### config.mk
export PLATFORM = sky130hd
export DESIGN_NAME = intc_sched
export DESIGN_NICKNAME = d
export VERILOG_FILES = /design/src/rtl/intc_pkg.sv /design/src/rtl/intc_prio_enc.sv /design/src/rtl/intc_sched.sv
export SDC_FILE = /design/constraint.sdc
export NUM_CORES = 1
export LEC_CHECK = 0
export BUFFER_PORTS_ARGS = -buffer_cell sky130_fd_sc_hd__buf_4
export CORE_MARGIN = 2
export CORE_UTILIZATION = 45
export DETAILED_ROUTE_END_ITERATION = 8
export MAX_ROUTING_LAYER = met4
export PLACE_DENSITY = 0.87
export RECOVER_POWER = 25
export SLEW_MARGIN = 15
export SYNTH_ARGS = -nofsm -noshare
export SYNTH_HDL_FRONTEND = slang
export SYNTH_SLANG_ARGS = --single-unit
### constraint.sdc
create_clock -name clk -period 4.6 [get_ports clk]
set_input_delay 0.92 -clock clk [delete_from_list [all_inputs] [get_ports clk]]
set_output_delay 0.92 -clock clk [all_outputs]
set_load 0.005 [all_outputs]
### src/rtl/intc_pkg.sv
// Shared definitions for the interrupt controller/scheduler: register map,
// service state encoding and the claim-word layout.
// Address decode helper compares word addresses only (addr[1:0] ignored).
package intc_pkg;

   localparam logic [31:0] PEND_OFF  = 32'h0;
   localparam logic [31:0] MASK_OFF  = 32'h4;
   localparam logic [31:0] EDGE_OFF  = 32'h8;
   localparam logic [31:0] CLAIM_OFF = 32'hC;

   localparam int CLAIM_VALID_BIT = 31;

   typedef enum logic [1:0] {
      IDLE    = 2'd0,
      PENDING = 2'd1,
      SERVICE = 2'd2
   } state_t;

   // True when addr selects the word at base+off
   function automatic logic reg_hit(input logic [31:0] addr,
                                    input logic [31:0] base,
                                    input logic [31:0] off);
      logic [31:0] a;
      a = base + off;
      return addr[31:2] == a[31:2];
   endfunction

endpackage

### src/rtl/intc_prio_enc.sv
// Lowest-index-wins priority encoder: {vld, id} for the first set request bit.
// Latency: combinational.
// Backpressure: none.
module intc_prio_enc #(
   parameter int N = 6
) (
   input  logic [N-1:0] req,
   output logic         vld,
   output logic [4:0]   id
);

   // Scan from the top so the lowest set index is the last one written
   always_comb begin
      vld = 1'b0;
      id  = 5'd0;
      for (int i = N - 1; i >= 0; i--) begin
         if (req[i]) begin
            vld = 1'b1;
            id  = 5'(i);
         end
      end
   end

endmodule

### src/rtl/intc_sched.sv
// Interrupt controller/scheduler: pending latch, mask, edge/level mode, claim/EOI serialisation.
// Latency: src_irq -> PEND/irq_vec 1 cycle (3 cycles with INTC_SYNC_EN synchroniser); rdata combinational.
// Backpressure: none; every bus access completes in the cycle it is presented.
module intc_sched
   import intc_pkg::*;
#(
   parameter int          NUM_SRC   = 6,
   parameter logic [31:0] BASE_ADDR = 32'h0000_7F30
) (
   input  logic               clk,
   input  logic               reset,
   input  logic [NUM_SRC-1:0] src_irq,
   input  logic [31:0]        addr,
   input  logic               we,
   input  logic               re,
   input  logic [31:0]        wdata,
   output logic [31:0]        rdata,
   output logic [NUM_SRC-1:0] irq_vec
);

   logic [NUM_SRC-1:0] s;
   logic [NUM_SRC-1:0] prev;
   logic [NUM_SRC-1:0] pend;
   logic [NUM_SRC-1:0] pend_nxt;
   logic [NUM_SRC-1:0] mask;
   logic [NUM_SRC-1:0] edge_mode;
   logic [NUM_SRC-1:0] act;
   state_t             state;
   logic [4:0]         cur_id;

   logic               hit_pend;
   logic               hit_mask;
   logic               hit_edge;
   logic               hit_claim;
   logic               enc_vld;
   logic [4:0]         enc_id;
   logic               w1c;
   logic               claim_fire;
   logic               eoi;

   // Byte-lane bits of addr and the upper write-data bits carry no meaning here
   logic               unused_bits;
   assign unused_bits = ^{addr[1:0], wdata};

   assign hit_pend  = reg_hit(addr, BASE_ADDR, PEND_OFF);
   assign hit_mask  = reg_hit(addr, BASE_ADDR, MASK_OFF);
   assign hit_edge  = reg_hit(addr, BASE_ADDR, EDGE_OFF);
   assign hit_claim = reg_hit(addr, BASE_ADDR, CLAIM_OFF);

`ifdef INTC_SYNC_EN
   logic [NUM_SRC-1:0] sync1;
   logic [NUM_SRC-1:0] sync2;

   // Two-flop synchroniser for asynchronous source lines
   always_ff @(posedge clk or negedge reset) begin
      if (!reset) begin
         sync1 <= '0;
         sync2 <= '0;
      end else begin
         sync1 <= src_irq;
         sync2 <= sync1;
      end
   end

   assign s = sync2;
`else
   assign s = src_irq;
`endif

   // Active requests: pending and enabled
   assign act = pend & mask;

   intc_prio_enc #(.N(NUM_SRC)) u_prio (
      .req (act),
      .vld (enc_vld),
      .id  (enc_id)
   );

   assign w1c        = we & hit_pend;
   assign claim_fire = re & hit_claim & (state == PENDING) & enc_vld;
   assign eoi        = we & hit_claim & (state == SERVICE) & (wdata[4:0] == cur_id);

   // Next pending: level bits track the sample; edge bits set on a rise, which beats any clear
   always_comb begin
      pend_nxt = pend;
      for (int i = 0; i < NUM_SRC; i++) begin
         if (!edge_mode[i]) begin
            pend_nxt[i] = s[i];
         end else begin
            pend_nxt[i] = (s[i] & ~prev[i]) |
                          (pend[i] & ~(w1c & wdata[i]) & ~(claim_fire & (enc_id == 5'(i))));
         end
      end
   end

   // Pending, previous sample and configuration registers
   always_ff @(posedge clk or negedge reset) begin
      if (!reset) begin
         prev      <= '0;
         pend      <= '0;
         mask      <= '0;
         edge_mode <= '0;
      end else begin
         prev <= s;
         pend <= pend_nxt;
         if (we && hit_mask) mask <= wdata[NUM_SRC-1:0];
         if (we && hit_edge) edge_mode <= wdata[NUM_SRC-1:0];
      end
   end

   // Service FSM: one interrupt in service at a time, released by a matching EOI
   always_ff @(posedge clk or negedge reset) begin
      if (!reset) begin
         state  <= IDLE;
         cur_id <= 5'd0;
      end else begin
         case (state)
            IDLE: begin
               if (|act) state <= PENDING;
            end
            PENDING: begin
               if (claim_fire) begin
                  state  <= SERVICE;
                  cur_id <= enc_id;
               end else if (!(|act)) begin
                  state <= IDLE;
               end
            end
            SERVICE: begin
               if (eoi) state <= IDLE;
            end
            default: state <= IDLE;
         endcase
      end
   end

   // Combinational read mux; the claim word depends on the service state
   always_comb begin
      rdata = '0;
      if (hit_pend) begin
         rdata[NUM_SRC-1:0] = pend;
      end else if (hit_mask) begin
         rdata[NUM_SRC-1:0] = mask;
      end else if (hit_edge) begin
         rdata[NUM_SRC-1:0] = edge_mode;
      end else if (hit_claim) begin
         if (state == PENDING && enc_vld) begin
            rdata[CLAIM_VALID_BIT] = 1'b1;
            rdata[4:0]             = enc_id;
         end else if (state == SERVICE) begin
            rdata[CLAIM_VALID_BIT] = 1'b1;
            rdata[4:0]             = cur_id;
         end
      end
   end

   // No nesting: the CPU sees nothing while an interrupt is in service
   assign irq_vec = (state == SERVICE) ? '0 : act;

endmodule

==> results of run 1 <==
-- power by group through the flow --
| stage | clock, W | sequential [W] | combinational [W] |
|---|---|---|---|
| final | 0.000315 | 0.000266 | 0.0000703 |
| after global routing | 0.000336 | 0.000266 | 0.0000770 |
| after CTS | 0.000320 | 0.000265 | 0.0000717 |
| after global placement | 0 | 0.000270 | 0.0000688 |
| after floorplan | 0 | 0.000269 | 0.0000436 |
| after detailed placement | 0 | 0.000270 | 0.0000712 |
-- synthesized netlist by cell type, types with 2 or more instances --
master	number	area share
sky130_fd_sc_hd__mux2_2	12	0.065
sky130_fd_sc_hd__nor4b_1	2	0.0085
sky130_fd_sc_hd__nand4_1	7	0.021
sky130_fd_sc_hd__mux2i_1	5	0.024
sky130_fd_sc_hd__buf_4	25	0.091
sky130_fd_sc_hd__nor4_2	3	0.018
sky130_fd_sc_hd__a32o_1	2	0.0097
sky130_fd_sc_hd__nor3_1	3	0.0072
sky130_fd_sc_hd__nor2b_1	4	0.012
sky130_fd_sc_hd__buf_6	2	0.011
sky130_fd_sc_hd__dfrtp_1	29	0.35
sky130_fd_sc_hd__nor3_4	2	0.016
sky130_fd_sc_hd__inv_1	2	0.0036
sky130_fd_sc_hd__a22oi_1	9	0.033
sky130_fd_sc_hd__nand2_1	20	0.036
sky130_fd_sc_hd__a211oi_1	2	0.0072
sky130_fd_sc_hd__o21ai_0	2	0.0048
sky130_fd_sc_hd__nor4bb_1	6	0.029
sky130_fd_sc_hd__a22o_1	4	0.017
sky130_fd_sc_hd__nand3_1	2	0.0048
sky130_fd_sc_hd__clkbuf_1	3	0.0054
sky130_fd_sc_hd__mux2_4	2	0.014
sky130_fd_sc_hd__xnor2_1	3	0.013
sky130_fd_sc_hd__a21oi_1	5	0.012
sky130_fd_sc_hd__nor2_1	14	0.025
sky130_fd_sc_hd__o211ai_1	6	0.022
-- routing by layer --
| layer | GRT usage | wire, microns | vias to the layer above |
|---|---|---|---|
| li1 | - | - | 842 |
| met1 | 0.2920 | 2169 | 867 |
| met2 | 0.3632 | 2752 | 122 |
| met3 | 0.05204 | 483 | 9 |
| met4 | 0.07338 | 62 | 0 |
| met5 | - | 0 | - |
-- path summary, 6_finish.rpt --
path / depth (start not counted) / slack (ns) / end
setup / recovery: 6 / 1.07 / rdata[2]
hold / removal: 1 / 0.46 / state[0]$_DFFE_PN0P_
setup reg to reg: 4 / 2.67 / cur_id[0]$_DFFE_PN0P_
hold reg to reg: 1 / 0.46 / state[0]$_DFFE_PN0P_
min in group asynchronous: 1 / 1.01 / state[1]$_DFFE_PN0P_
max in group asynchronous: 1 / 2.68 / cur_id[0]$_DFFE_PN0P_
-- worst register-to-register path: stages (launching register included) --
cell and delay, ns:
sky130_fd_sc_hd__dfrtp_1 0.37, sky130_fd_sc_hd__nor2b_1 0.36, sky130_fd_sc_hd__nand2_1 0.16, sky130_fd_sc_hd__nor4_4 0.59, sky130_fd_sc_hd__mux2_4 0.35
-- cell families (layout without fill, tap and decap cells) --
group           after synthesis  in the layout  synth area share
xor+xnor                      3              3           0.01268
mux                          20             20            0.1147
flops                        29             29            0.3502
other cells                   1             25          0.001810
compound gates               39             39            0.1431
buf+inv                      35             69            0.1171
simple gates                 79             79            0.2603
-- through the flow --
step | worst slack (ns) | instance area, sq um | hold WS [ns] | util
5_1_grt | 0.9049 | 2550 | 0.4692 | 0.5816
3_3_place_gp | 1.025 | 2435 | 0.4410 | 0.5554
3_5_place_dp | 1.087 | 2435 | 0.4501 | 0.5554
4_1_cts | 1.073 | 2569 | 0.4582 | 0.5859
2_1_floorplan | 1.448 | 2162 | 0.4178 | -
6_report | 1.074 | 2550 | 0.4647 | 0.5816
-- state kept, by name, summed over array words and instances (netlist names) --
name       cells
pend           6
state          2
cur_id         3
edge_mode      6
mask           6
prev           6
-- layout make-up --
class                      count  area [sq um]  share of cell area
multi-input combinational    166          1194              0.4681
sequential                    29         725.7              0.2846
timing repair buffer          59         424.2              0.1663
clock buffer                   5         68.82             0.02699
clock inverter                 3         65.06             0.02552
tap                           52         65.06             0.02552
inverter                       2         7.507            0.002944
==> results.txt, run 1 <==
- In this run, the number of DRC markers left after iteration 0 of detailed routing was 155.
- Summed over all failing endpoints, the final setup total negative slack is 0 ns.
- Most frequent cells in the layout: sky130_fd_sc_hd__buf_4, sky130_fd_sc_hd__dfrtp_1, sky130_fd_sc_hd__conb_1, sky130_fd_sc_hd__nand2_1, sky130_fd_sc_hd__nor2_1
- Placer congestion estimate: 0.9388
- The share of total power dissipated in the clock network is 0.484.
* Antenna violation net count after detailed routing: 0
- Pin count of the biggest net entering global routing: 30
- Buffers inserted to repair hold after CTS numbered 0.
* Start point of the critical path: addr[17]
- Worst slew slack as a fraction of its limit: -0.04092
* Largest vdd supply drop: 139.4 uV
- The finished layout holds 316 standard cells, fillers aside.
* Power share of the sequential group: 0.408
- CTS built an H-tree with a depth of 2.
- Die Footprint: 5163 sq um
* Detailed Route WL: 5.467 mm
- Most prevalent standard cell on the critical path: sky130_fd_sc_hd__buf_4
- The final reports fail on max-capacitance violations, max-slew violations.
- Dividing total power by cell area gives a power density of 255.6 nW/um^2.
- For this design the top-level I/O count stands at 112.
- Shortest period the worst path allows: 3.526 ns
- Setup repair after global routing left no endpoint under its margin.
- The core region is 4384 sq um.
- Initial cell density of the core: 0.4726
* Min-Delay Startpoint: state[1]$_DFFE_PN0P_
- Counting tap cells, the placed design contains a total of 308 instances.
- TritonRoute pass-1 iters: 5
- Number of setup buffers added after CTS: 0
- At the end of the flow, the number of nets in the layout was 337.
- Most used DFF post-synth: sky130_fd_sc_hd__dfrtp_1
* Kind of start point of the critical path: input port
* Maximum count of clock buffers along a single path: 2
- For this run the aggregate overflow at the end of global routing stands at 0.
* Total design power: 0.0006517 W
- Worst flop-to-flop path startpoint: state[0]$_DFFE_PN0P_
* Net switching component of the power: 0.0001411 W
- WL per Instance: 17.30 microns
* Total setup violations reported at the end of the flow: 0
* Vias in the first global route: 1782
* Worst EP arrival: 2.61 ns
- Final worst-path cycle share: 0.7665
- Row generation in the floorplan step produced 24 rows.
- Leading cell type in the layout, fill and taps excluded: sky130_fd_sc_hd__buf_4
- Clock-pin slew was measured on the worst setup and hold paths at 0.06 ns.
- Counting the fill cells in the layout gives 404.
- The area growth from synthesis to layout is 23.07%.
- In the routed layout, each cell is associated on average with a via count of 5.823.
- Number of flip-flops and latches in the synthesized netlist: 29
- Max-slew violation count: 30
- Power share of the combinational group: 0.108
* Share of flip-flops with an asynchronous set or reset after synthesis: 1.000
* Run status: finished, violations left
- For the pin with the worst max-slew slack, the measured transition is 1.561 ns.
- The die is 71.86 microns wide.
- In this run the vertical extent of the chip is 71.86 microns.
- Share of synthesized area occupied by flip-flops and latches: 0.3502
- Once the clock tree was built, the resizer swapped 0 gates to a different size.
* Number of antenna cells inserted: 0
- Summed over all cells, the static leakage comes to 1.201 nW.
* Initial antenna violation count: 0
- Based on the critical path, the design can be clocked at up to 283.6 MHz.
- Yosys printed 0 warnings.
* Sort of element at the end of the critical path: output port
- Skew-Pair Late Insertion Delay: 0.28 ns
* Number of synthesized flops with an enable pin: 0
- Slowest stage cell, crit path: sky130_fd_sc_hd__and4bb_1
* Maximum fanout along the worst path: 7
- Estimated wirelength of the detail-placed design: 3.981 mm
* GRT Resource Usage Total: 0.2291
* Cell chain of the critical path: buf_4, and4bb_1, nand3_4, or2_2, a2111oi_0, buf_4
- The netlist uses 56 different library cells.
- Of the total power, the share spent switching nets is 0.2165.
* Total number of clock tree sinks: 29
* Global-route wire length before repair: 8.845 mm
- The tree is rooted in a sky130_fd_sc_hd__clkbuf_8.
- TritonCTS Buffers: 5
- Worst-case clock skew: 0.004667 ns
- Post-synthesis instance total: 206
- Via count: 1840
* Crit path buf inv count: 2
- The number of failing hold endpoints at the final stage was 0.
- CTS tree: built
- STA puts the critical path data required time at 3.68 ns.
* Quantity of I/O buffers inserted on ports: 58
- By startpoint and endpoint, the worst setup path is classified as in -> out.
- Summing every instance area after synthesis gives 2072 sq um.
* Cell-internal power: 0.0005106 W
- Max-cap violations in this run came to 1.
- For this run, design rule violations remaining after detail routing come to 0.
- CP peak stage delay: 0.47 ns
- Fraction of final layout cells with drive strength greater than 1: 0.3409
- Hold WC Path Type: reg -> reg
- Syn Area/Cell: 10.06 sq um
* Critical path's top delay family: simple AND/OR/NAND/NOR gates
Power figures use the tool's default switching activity.
==> inputs of run 2 (changes only) <==
--- a/config.mk
+++ b/config.mk
@@ -5,12 +5,13 @@
 export SDC_FILE = /design/constraint.sdc
 export NUM_CORES = 1
 export LEC_CHECK = 0
+export ABC_AREA = 1
 export BUFFER_PORTS_ARGS = -buffer_cell sky130_fd_sc_hd__buf_4
 export CORE_MARGIN = 2
-export CORE_UTILIZATION = 45
+export CORE_UTILIZATION = 41
 export DETAILED_ROUTE_END_ITERATION = 8
 export MAX_ROUTING_LAYER = met4
-export PLACE_DENSITY = 0.87
+export PLACE_DENSITY = 0.83
 export RECOVER_POWER = 25
 export SLEW_MARGIN = 15
 export SYNTH_ARGS = -nofsm -noshare
==> constraint.sdc (replaced) <==
create_clock -name clk -period 3.1 [get_ports clk]
set_input_delay 0.62 -clock clk [delete_from_list [all_inputs] [get_ports clk]]
set_output_delay 0.62 -clock clk [all_outputs]
set_load 0.005 [all_outputs]
==> results.txt, run 2 <==
- The vias per cell is 4.575 (was 5.823).
- The area enclosed by the die boundary is 5877 sq um (was 5163 sq um).
* Area Overhead vs Synth: 21.85% (was 23.07%)
* Footprint of the flip-flops and latches: 725.7 sq um (unchanged)
- Final Net Count: 457 (was 337)
- Cell-internal power: 0.0005883 W (was 0.0005106 W)
- The count of buffers inserted at the top-level ports came to 58 (unchanged).
- Netlist cell types: 30 (was 56)
- Worst flop-to-flop path startpoint: pend[1]$_DFF_PN0_ (was state[0]$_DFFE_PN0P_)
* Number of setup buffers added after CTS: 0 (unchanged)
- Estimated wirelength of the detail-placed design: 3.991 mm (was 3.981 mm)
- The post-route antenna net violation count was 0 (unchanged).
* Shortest period the worst path allows: 2.563 ns
- The synthesis-stage register bit count is 29 (unchanged).
- Share of synthesized area occupied by flip-flops and latches: 0.3353 (was 0.3502)
- The CTS H-tree depth came to 2 (unchanged).
* WL per Instance: 11.02 microns (was 17.30 microns)
- Failing checks: max-capacitance violations, max-slew violations (unchanged)
- Net switching component of the power: 0.0001855 W (was 0.0001411 W)
* Cell type with the highest aggregate area in the netlist: sky130_fd_sc_hd__dfrtp_1 (unchanged)
* Pin count of the biggest net entering global routing: 30 (unchanged)
- Number of cells traversed by the worst hold path: 1 (unchanged)
- Total setup violations reported at the end of the flow: 0 (unchanged)
- The internal reg-to-reg setup slack came to 1.61 ns (was 2.67 ns).
* Power share of the combinational group: 0.113 (was 0.108)
- Largest cells by area after synthesis: sky130_fd_sc_hd__dfrtp_1, sky130_fd_sc_hd__nand2_1, sky130_fd_sc_hd__buf_4 (was sky130_fd_sc_hd__dfrtp_1, sky130_fd_sc_hd__buf_4, sky130_fd_sc_hd__mux2_2)
- The start point of the worst hold path is src_irq[2] (was state[1]$_DFFE_PN0P_).
- The DRC marker count from the first detailed-route iteration is 131 (was 155).
- Inst Count DP: 446 (was 308)
- The number of buffers inserted for hold repair after clock tree synthesis came to 0 (unchanged).
* Top-level port count: 112 (unchanged)
* Total number of clock tree sinks: 29 (unchanged)
- The cell area after layout was 2638 sq um (was 2550 sq um).
- Post-CTS resize count: 0 (unchanged)
* Critical path start-end classification: in -> out (unchanged)
- The cell row count is 26 (was 24).
* Kind of start point of the critical path: input port (unchanged)
* Fraction of final layout cells with drive strength greater than 1: 0.2552 (was 0.3409)
- Maximum fanout along the worst path: 7 (unchanged)
* Core occupancy in the finished layout: 0.5164 (was 0.5816)
- Skew-Pair Late Insertion Delay: 0.28 ns (about the same)
- The most repeated cell in the gate-level netlist after synthesis is sky130_fd_sc_hd__nand2_1 (was sky130_fd_sc_hd__dfrtp_1).
- The post-synthesis cell area is 2165 sq um (was 2072 sq um).
* Area of combinational cells with multiple inputs: 1165 sq um (was 1194 sq um)
* Post-synthesis instance total: 323 (was 206)
- TritonCTS Buffers: 5 (unchanged)
- The post-detailed-placement cell area was 2565 sq um (was 2435 sq um).
* Largest vdd supply drop: 236.5 uV (was 139.4 uV)
- Power share of the sequential group: 0.507 (was 0.408)
* Worst reg2reg path depth: 9 (was 4)
- Most frequent cells in the layout: sky130_fd_sc_hd__nand2_1, sky130_fd_sc_hd__buf_4, sky130_fd_sc_hd__nor2_1, sky130_fd_sc_hd__inv_1, sky130_fd_sc_hd__dfrtp_1 (was sky130_fd_sc_hd__buf_4, sky130_fd_sc_hd__dfrtp_1, sky130_fd_sc_hd__conb_1, sky130_fd_sc_hd__nand2_1, sky130_fd_sc_hd__nor2_1).
- Timing would allow up to 390.2 MHz.
- The area share of the largest cell type after synthesis was 0.3353 (was 0.3502).
* Placer congestion estimate: 0.9302 (was 0.9388)
* Hold WC Path Type: in -> reg (was reg -> reg)
* Via count: 2077 (was 1840)
- Initial cell density of the core: 0.4238 (was 0.4726)
- The post-layout instance count excluding filler cells was 454 (was 316).
* Vias in the first global route: 1851 (was 1782)
- The number of pins exceeding their max-slew limit in the final report came to 30 (unchanged).
- The share of async-settable or async-resettable flops after synthesis came to 1.000 (unchanged).
- The number of failing hold endpoints at the final stage is 0 (unchanged).
- The endpoint class of the critical path was an output port (unchanged).
- The root buffer cell is sky130_fd_sc_hd__clkbuf_8 (unchanged).
- The filler cell count was 493 (was 404).
* Leftover overflow at the end of global routing: 0 (unchanged)
* Most used DFF post-synth: sky130_fd_sc_hd__dfrtp_1 (unchanged)
- Required time of the critical path: 2.48 ns (was 3.68 ns)
- The die boundary width is 76.66 microns (was 71.86 microns).
* Maximum count of clock buffers along a single path: 2 (unchanged)
* Leading cell type in the layout, fill and taps excluded: sky130_fd_sc_hd__nand2_1 (was sky130_fd_sc_hd__buf_4)
* CTS tree: built (unchanged)
- Run status: finished, violations left (unchanged)
* DRC violation count after routing: 0 (unchanged)
- Clock power frac: 0.381 (was 0.484)
- The setup clock skew after layout was 0.006900 ns (was 0.004667 ns).
- The sum of negative setup slack was 0 ns (unchanged).
* Endpoint with the worst hold slack: prev[2]$_DFF_PN0_ (was state[0]$_DFFE_PN0P_)
- GRT Resource Usage Total: 0.1813 (was 0.2291)
- Clock transition at the registers of the reported paths: 0.06 ns (about the same)
- The mean area per synthesized cell came to 6.701 sq um (was 10.06 sq um).
* Static Leak: 1.533 nW (was 1.201 nW)
* Number of synthesis warnings: 0 (unchanged)
- Pwr per Cell Area: 293.4 nW/um^2 (was 255.6 nW/um^2)
- Final worst-path cycle share: 0.8268
- The initial antenna violation count came to 0 (unchanged).
- Number of antenna cells inserted: 0 (unchanged)
* Worst EP arrival: 1.94 ns (was 2.61 ns)
* Endpoint of the worst-slack reg-to-reg timing path: pend[0]$_DFF_PN0_ (was cur_id[0]$_DFFE_PN0P_)
- The standard cell core area is 5107 sq um (was 4384 sq um).
* Max capacitance violation total: 1 (unchanged)
* Die Y: 76.66 microns (was 71.86 microns)
- RSZ-0062 raised after global routing: false (unchanged)
- TritonRoute pass-1 iters: 4 (was 5)
- Global-route wire length before repair: 8.342 mm (was 8.845 mm)
- The switching power as a share of total power is 0.2397 (was 0.2165).
* Detailed Route WL: 5.005 mm (was 5.467 mm)
- Number of synthesized flops with an enable pin: 0 (unchanged)
* Worst Max-Slew Pin Slew: 1.561 ns (about the same)
- Synth top cells by count: sky130_fd_sc_hd__nand2_1, sky130_fd_sc_hd__nor2_1, sky130_fd_sc_hd__inv_1, sky130_fd_sc_hd__dfrtp_1, sky130_fd_sc_hd__buf_4 (was sky130_fd_sc_hd__dfrtp_1, sky130_fd_sc_hd__buf_4, sky130_fd_sc_hd__nand2_1, sky130_fd_sc_hd__nor2_1, sky130_fd_sc_hd__mux2_2).
- The worst slew margin relative to its limit came to -0.04089 (was -0.04092).
run 2: cell type report:
type	count	share of cell area
multi-input cells	250	0.4417
flip-flops and latches	29	0.2751
repair buffers	58	0.1622
inverters	39	0.05740
well taps	70	0.03321
clock buffers	8	0.03036
run 2: per-stage QoR:
step / setup slack (ns) / hold slack (ns) / total power, W
floorplan: 0.9994 / 0.3244 / 0.0004497
finish: 0.5371 / 0.4636 / 0.0007738
CTS: 0.5416 / 0.2638 / 0.0007866
global placement: 0.5668 / 0.4751 / 0.0004849
detailed placement: 0.5488 / 0.4859 / 0.0004872
global route: 0.3890 / 0.4553 / 0.0008180
run 2: critical path: stages:
cell                      delay, ns
sky130_fd_sc_hd__buf_4         0.11
sky130_fd_sc_hd__nor2_1        0.12
sky130_fd_sc_hd__inv_2         0.04
sky130_fd_sc_hd__nor2_2        0.11
sky130_fd_sc_hd__nand2_2       0.12
sky130_fd_sc_hd__nor2_4        0.22
sky130_fd_sc_hd__nand2_2       0.15
sky130_fd_sc_hd__inv_2         0.14
sky130_fd_sc_hd__nor2_1        0.06
sky130_fd_sc_hd__nand2_1       0.07
sky130_fd_sc_hd__nand2_1       0.05
sky130_fd_sc_hd__buf_4         0.13
run 2: logic make-up (layout without fill, tap and decap cells):
logic type / after synthesis / in the layout / synth area share
other cells: 1 / 25 / 0.001732
compound gates: 26 / 26 / 0.07804
simple gates: 199 / 199 / 0.4168
buf+inv: 68 / 105 / 0.1682
flops: 29 / 29 / 0.3353
run 2: how the worst max path moves through the flow:
stage	from	endpoint	slack (ns)	cells past startpoint
after detailed placement	addr[19]	rdata[1]	0.55	12
after global routing	addr[19]	rdata[1]	0.39	12
after CTS	addr[19]	rdata[1]	0.54	12
final	addr[19]	rdata[1]	0.54	12
after global placement	addr[19]	rdata[0]	0.57	12
after floorplan	addr[19]	rdata[0]	1.0	10
run 2: power by group through the flow:
stage                     registers, W   logic, W  clock network, W
after floorplan               0.000397  0.0000530                 0
after global placement        0.000398  0.0000868                 0
after detailed placement      0.000398  0.0000888                 0
after CTS                     0.000392  0.0000891          0.000306
after global routing          0.000392  0.0000984          0.000327
final                         0.000392  0.0000871          0.000295
run 2: routing by layer:
layer / global-route usage / routed length (microns)
met5: - / 0
met4: 0.08000 / 93
met3: 0.04588 / 466
met2: 0.2833 / 2390
met1: 0.2219 / 2054
